## src/rtl/parking_timer_if.sv

```systemverilog
// Bundle between the parking FSM / multiplexed display and parking_timer.
// master drives the event pulses and reads the display fields.
// slave is the timer side.
interface parking_timer_if;
  logic       tick_1hz;
  logic       entry_pulse;
  logic [1:0] entry_slot;
  logic       exit_pulse;
  logic [1:0] exit_slot;
  logic       mode;
  logic [5:0] minutes;
  logic [5:0] seconds;
  logic [3:0] active;

  modport master (
    output tick_1hz, entry_pulse, entry_slot, exit_pulse, exit_slot,
    input  mode, minutes, seconds, active
  );

  modport slave (
    input  tick_1hz, entry_pulse, entry_slot, exit_pulse, exit_slot,
    output mode, minutes, seconds, active
  );
endinterface

```

## src/rtl/parking_timer.sv

```systemverilog
// parking_timer: four per-slot mm:ss timers plus a display FSM.
// After a car leaves, the FSM shows that slot's elapsed time for SHOW_TICKS
// seconds, then returns the display to capacity mode.
// Build option: define PARKING_TIMER_SAT_EN to make a slot saturate at 59:59.
// Leave it undefined and a slot wraps to 00:00 and keeps counting.

// One slot timer.
// start (entry) has priority over stop (exit), so an exit and an entry on
// the same slot in one cycle restart the slot. The exit still sees the old
// time, because the top latches it from the pre-edge registers.
// stop also beats tick, so an exiting slot never increments.
module parking_slot (
  input  logic       clk,
  input  logic       reset,
  input  logic       tick,
  input  logic       start,
  input  logic       stop,
  output logic       act,
  output logic [5:0] mm,
  output logic [5:0] ss
);

  // run flag and mm:ss counter
  always_ff @(posedge clk or posedge reset) begin
    if (reset) begin
      act <= 1'b0;
      mm  <= '0;
      ss  <= '0;
    end else if (start) begin
      act <= 1'b1;
      mm  <= '0;
      ss  <= '0;
    end else if (stop) begin
      act <= 1'b0;
    end else if (tick && act) begin
      if (ss != 6'd59) begin
        ss <= ss + 6'd1;
      end else if (mm != 6'd59) begin
        ss <= '0;
        mm <= mm + 6'd1;
      end else begin
`ifdef PARKING_TIMER_SAT_EN
        ss <= ss;
        mm <= mm;
`else
        ss <= '0;
        mm <= '0;
`endif
      end
    end
  end

endmodule

module parking_timer #(
  parameter int unsigned SHOW_TICKS = 5
) (
  input  logic            clk,
  input  logic            reset,
  parking_timer_if.slave  bus
);

  localparam int unsigned NUM_SLOTS = 4;
  localparam logic [0:0]  S_IDLE    = 1'b0;
  localparam logic [0:0]  S_SHOW    = 1'b1;
  localparam logic [3:0]  SHOW_LD   = SHOW_TICKS[3:0];

  logic [NUM_SLOTS-1:0]       act_vec;
  logic [NUM_SLOTS-1:0][5:0]  mm_arr;
  logic [NUM_SLOTS-1:0][5:0]  ss_arr;
  logic [NUM_SLOTS-1:0]       start_vec;
  logic [NUM_SLOTS-1:0]       stop_vec;
  logic                       valid_exit;

  logic [0:0] state;
  logic [3:0] cnt;
  logic [5:0] min_r;
  logic [5:0] sec_r;

  // An exit counts only if the slot is running.
  // An exit of an empty slot is dropped.
  assign valid_exit = bus.exit_pulse && act_vec[bus.exit_slot];
  assign start_vec  = bus.entry_pulse ? (NUM_SLOTS'(1) << bus.entry_slot) : '0;
  assign stop_vec   = valid_exit      ? (NUM_SLOTS'(1) << bus.exit_slot)  : '0;

  for (genvar g = 0; g < NUM_SLOTS; g++) begin : g_slot
    parking_slot u_slot (
      .clk   (clk),
      .reset (reset),
      .tick  (bus.tick_1hz),
      .start (start_vec[g]),
      .stop  (stop_vec[g]),
      .act   (act_vec[g]),
      .mm    (mm_arr[g]),
      .ss    (ss_arr[g])
    );
  end

  // Display FSM.
  // Shown time and countdown are registered.
  // A tick on the exit edge is absorbed by the reload, so it is not counted.
  always_ff @(posedge clk or posedge reset) begin
    if (reset) begin
      state <= S_IDLE;
      cnt   <= '0;
      min_r <= '0;
      sec_r <= '0;
    end else if (valid_exit) begin
      state <= S_SHOW;
      cnt   <= SHOW_LD;
      min_r <= mm_arr[bus.exit_slot];
      sec_r <= ss_arr[bus.exit_slot];
    end else if (state == S_SHOW && bus.tick_1hz) begin
      if (cnt == 4'd1) begin
        state <= S_IDLE;
        cnt   <= '0;
        min_r <= '0;
        sec_r <= '0;
      end else begin
        cnt <= cnt - 4'd1;
      end
    end
  end

  assign bus.mode    = state[0];
  assign bus.minutes = min_r;
  assign bus.seconds = sec_r;
  assign bus.active  = act_vec;

endmodule

```

## src/flat_wrapper.sv

```systemverilog
// flat-port wrapper written by rule: the top's interface ports become plain ports
module parking_timer_flat 
#(
  parameter int unsigned SHOW_TICKS = 5
)
  (clk, reset, bus_tick_1hz, bus_entry_pulse, bus_entry_slot, bus_exit_pulse, bus_exit_slot, bus_mode, bus_minutes, bus_seconds, bus_active);
  parking_timer_if bus_i ();
  input  logic clk;
  input  logic reset;
  input wire logic [$bits(bus_i.tick_1hz)-1:0] bus_tick_1hz;
  input wire logic [$bits(bus_i.entry_pulse)-1:0] bus_entry_pulse;
  input wire logic [$bits(bus_i.entry_slot)-1:0] bus_entry_slot;
  input wire logic [$bits(bus_i.exit_pulse)-1:0] bus_exit_pulse;
  input wire logic [$bits(bus_i.exit_slot)-1:0] bus_exit_slot;
  output wire logic [$bits(bus_i.mode)-1:0] bus_mode;
  output wire logic [$bits(bus_i.minutes)-1:0] bus_minutes;
  output wire logic [$bits(bus_i.seconds)-1:0] bus_seconds;
  output wire logic [$bits(bus_i.active)-1:0] bus_active;
  assign bus_i.tick_1hz = bus_tick_1hz;
  assign bus_i.entry_pulse = bus_entry_pulse;
  assign bus_i.entry_slot = bus_entry_slot;
  assign bus_i.exit_pulse = bus_exit_pulse;
  assign bus_i.exit_slot = bus_exit_slot;
  assign bus_mode = bus_i.mode;
  assign bus_minutes = bus_i.minutes;
  assign bus_seconds = bus_i.seconds;
  assign bus_active = bus_i.active;
  parking_timer #(.SHOW_TICKS(SHOW_TICKS)) u_core (.clk(clk), .reset(reset), .bus(bus_i));
endmodule
```

## config.mk

```make
export PLATFORM = sky130hd
export DESIGN_NAME = parking_timer_flat
export DESIGN_NICKNAME = d
export VERILOG_FILES = /design/src/rtl/parking_timer_if.sv /design/src/rtl/parking_timer.sv /design/src/flat_wrapper.sv
export SDC_FILE = /design/constraint.sdc
export NUM_CORES = 1
export LEC_CHECK = 0
export ABC_AREA = 1
export BUFFER_PORTS_ARGS = -buffer_cell sky130_fd_sc_hd__buf_2
export CORE_ASPECT_RATIO = 0.8
export CORE_UTILIZATION = 60
export DETAILED_ROUTE_END_ITERATION = 16
export PLACE_DENSITY = 0.79
export SETUP_SLACK_MARGIN = 0.4
export SYNTH_ARGS = -nofsm -noshare
export SYNTH_HDL_FRONTEND = slang
export SYNTH_SLANG_ARGS = --single-unit
export TNS_END_PERCENT = 20
```

## constraint.sdc

```tcl
create_clock -name clk -period 2.8 [get_ports clk]
set_clock_uncertainty 0.05 [all_clocks]
set_input_delay 0 -clock clk [delete_from_list [all_inputs] [get_ports clk]]
set_output_delay 0 -clock clk [all_outputs]
set_load 0.01 [all_outputs]
```

==> run metrics <==
Worst slew margin 54.63%; Vias/cell 5.791; DIE AREA 7465 sq um; H-tree Lvls 3; Reg area 1727 sq um; multi-input logic area 2225 sq um; synth unique cells 42; Final ANT Viol Nets 0; Metal-1 WL 4592 um; XOR/XNOR Fraction of Synth Area 4.100%; Core Area 6892 sq um; Num CTS Buffers 9; status completed; CTS tree built; initial antenna violation count 0; Cell Area, Synth 4273 sq um; share of cells above drive strength 1 14.74%; Pins Over Slew Limit 0; final wirelength 9985 um; asr flop ratio synth 100.0%; most common cell in the synthesized netlist nand2_1; setup_tns 0 ps; EDFF count, synth 0; final worst-path cycle share 61.95%; first-pass GRT wire length 16280 um; starting DRC count in detailed routing 304; CP arrival 1930 ps; Hold Vio Cnt, Final 0; RSZ-0062 raised after global routing no; vias 3805; crit path launch type register; Synth Instances 547; leakage 2.326 nW; Worst Max-Slew Pin Slew 679.5 ps; highest routed layer met4; gpl congestion 0.9176; Antenna diodes 0; GRT Util Overall 28.75%; top_reg_cell synth dfrtp_1; Nets 584; Synth Area in Compound Gates 9.693%; worst hold slack 14.23 ps; Synth area leader dfrtp_1; input/output buffers 25; Max VDD drop 0.0005568 V; Max Clk Rate 576.5 MHz; Clock Pin Slew Worst Setup and Hold Paths 70 ps; hpwl dp 7389 um; Rows 27; number of global-route vias before repair 3422; met2 wire length 4595 um; Syn-to-layout area delta 7.438%; yosys warns 0; Syn Area/Cell 7.811 sq um; largest net degree at the start of global routing 40; Synth top area share 40.41%; main combinational cell family by area after synthesis simple AND/OR/NAND/NOR gates; I/O pin total 26; Starting Density 62.00%; Tmin final 1735 ps; Root Buffer clkbuf_8; power per cell area 779.7 nW/um^2; GRT Residual Overflow 0; Worst Hold Depth 3; synth top area cells dfrtp_1, nand2_1, nand3_1, nor2_1, inv_1; Crit Path Class reg -> reg; DRC Markers 0; Synth Area in Adders 2.928%; clk sinks 69; Routed WL per cell 15.20 um; Max-Cap Viols 0; Die Y 77.48 um; mux share of post-synthesis cell area 0%; WP data required 2990 ps; FF-to-FF path depth 8; Synth Area in Simple Gates 35.34%; # fillers 596; Clock Latency Late Sink 350 ps; CP Capture Type register; syn_nets 566; DR WL met3 576 um; Die W 96.35 um; worst-path maximum fanout 9; 1st-pass router iterations 5; Yosys reg bits 69; final setup fails 0; CTS Buffer Depth 2; post-synthesis sequential area ratio 40.41%; Hold Crit Class in -> reg; Commonest cells post-synth nand2_1, dfrtp_1, nand3_1
[state kept, by name, indices dropped and copies added (netlist names)]
signal / flops
u_core.g_slot.u_slot.mm: 24
u_core.g_slot.u_slot.ss: 24
u_core.bus.minutes: 6
u_core.bus.seconds: 6
u_core.cnt: 4
u_core.g_slot.u_slot.act: 4
u_core.bus.mode: 1
[power breakdown]
group | internal (W) | switching [W] | total, W
Combinational | 0.000458 | 0.000651 | 0.00111
Clock | 0.000432 | 0.000396 | 0.000828
Sequential | 0.00128 | 0.000366 | 0.00164
[repair_timing]
item,CTS,global route
hold buffers,1,0
gates resized for setup,0,0
setup buffers,0,0
endpoints found under the hold margin,30,0
[layout make-up]
cell class,instances,area share [%]
Multi-Input combinational cell,412,48.46
Sequential cell,69,37.61
Inverter,46,3.816
Timing Repair Buffer,27,3.380
Clock buffer,10,2.998
Tap cell,87,2.371
Clock inverter,6,1.363
[worst paths after layout]
check	slack, ps	end	startpoint
setup / recovery	1070	u_core.g_slot[2].u_slot.mm[1]	u_core.g_slot[2].u_slot.ss[0]
hold / removal	10	u_core.g_slot[1].u_slot.act	bus_entry_pulse
setup reg to reg	1070	u_core.g_slot[2].u_slot.mm[1]	u_core.g_slot[2].u_slot.ss[0]
hold reg to reg	460	u_core.bus.minutes[0]	u_core.bus.minutes[0]
max in group asynchronous	1810	u_core.g_slot[1].u_slot.act	reset
min in group asynchronous	230	u_core.cnt[0]	reset
[metal layers]
layer	global-route usage, %	vias up
met5	0	-
met4	9.706	0
met3	6.569	22
met2	44.33	125
met1	39.83	1790
li1	-	1868
[cell usage in the layout, fill, tap and decap left out, types with 4 or more instances in the layout]
cell type  count
o21ai_2        4
nand2_4        8
inv_2          6
nand3_2        4
nand2_1      151
o22ai_1       17
xor2_1        13
nand3_1       68
nor3_1         7
a21oi_1       11
nand2_2       10
o31ai_1        6
nand4_1       19
nor2_1        41
o21ai_1        9
xnor2_1        7
dfrtp_1       69
o21ai_0        6
inv_1         38
buf_2         25
ha_1          10
clkbuf_8      10
[critical path, cell delays in order (launching register included)]
cell and delay, ps:
dfrtp_1 450, ha_1 260, nand2_1 90, nor3_2 210, nor2_1 110, inv_2 160
nand3_2 150, nand2_1 100, nand2_1 50
[stage by stage]
stage / total power (W) / area, sq um / worst slack [ps] / instances / util [%]
after floorplan: 0.002421 / 4273 / 1010 / 547 / -
after global placement: 0.002695 / 4380 / 1152 / 640 / 63.56
after detailed placement: 0.002751 / 4380 / 1100 / 640 / 63.56
after CTS: 0.003577 / 4591 / 1077 / 657 / 66.61
after global routing: 0.003821 / 4591 / 925.9 / 657 / 66.61
final: 0.003579 / 4591 / 1065 / 657 / 66.61
[cells by family (layout without fill, tap and decap cells)]
| kind of cell | after synthesis | count (layout) |
|---|---|---|
| AO/OA/AOI/OAI | 64 | 64 |
| buffers and inverters | 66 | 89 |
| AND/OR/NAND/NOR | 318 | 318 |
| XOR/XNOR | 20 | 20 |
| adder cells (fa/ha/maj) | 10 | 10 |
| flip-flops | 69 | 69 |
Note: power is estimated with default switching activity, not from simulation.
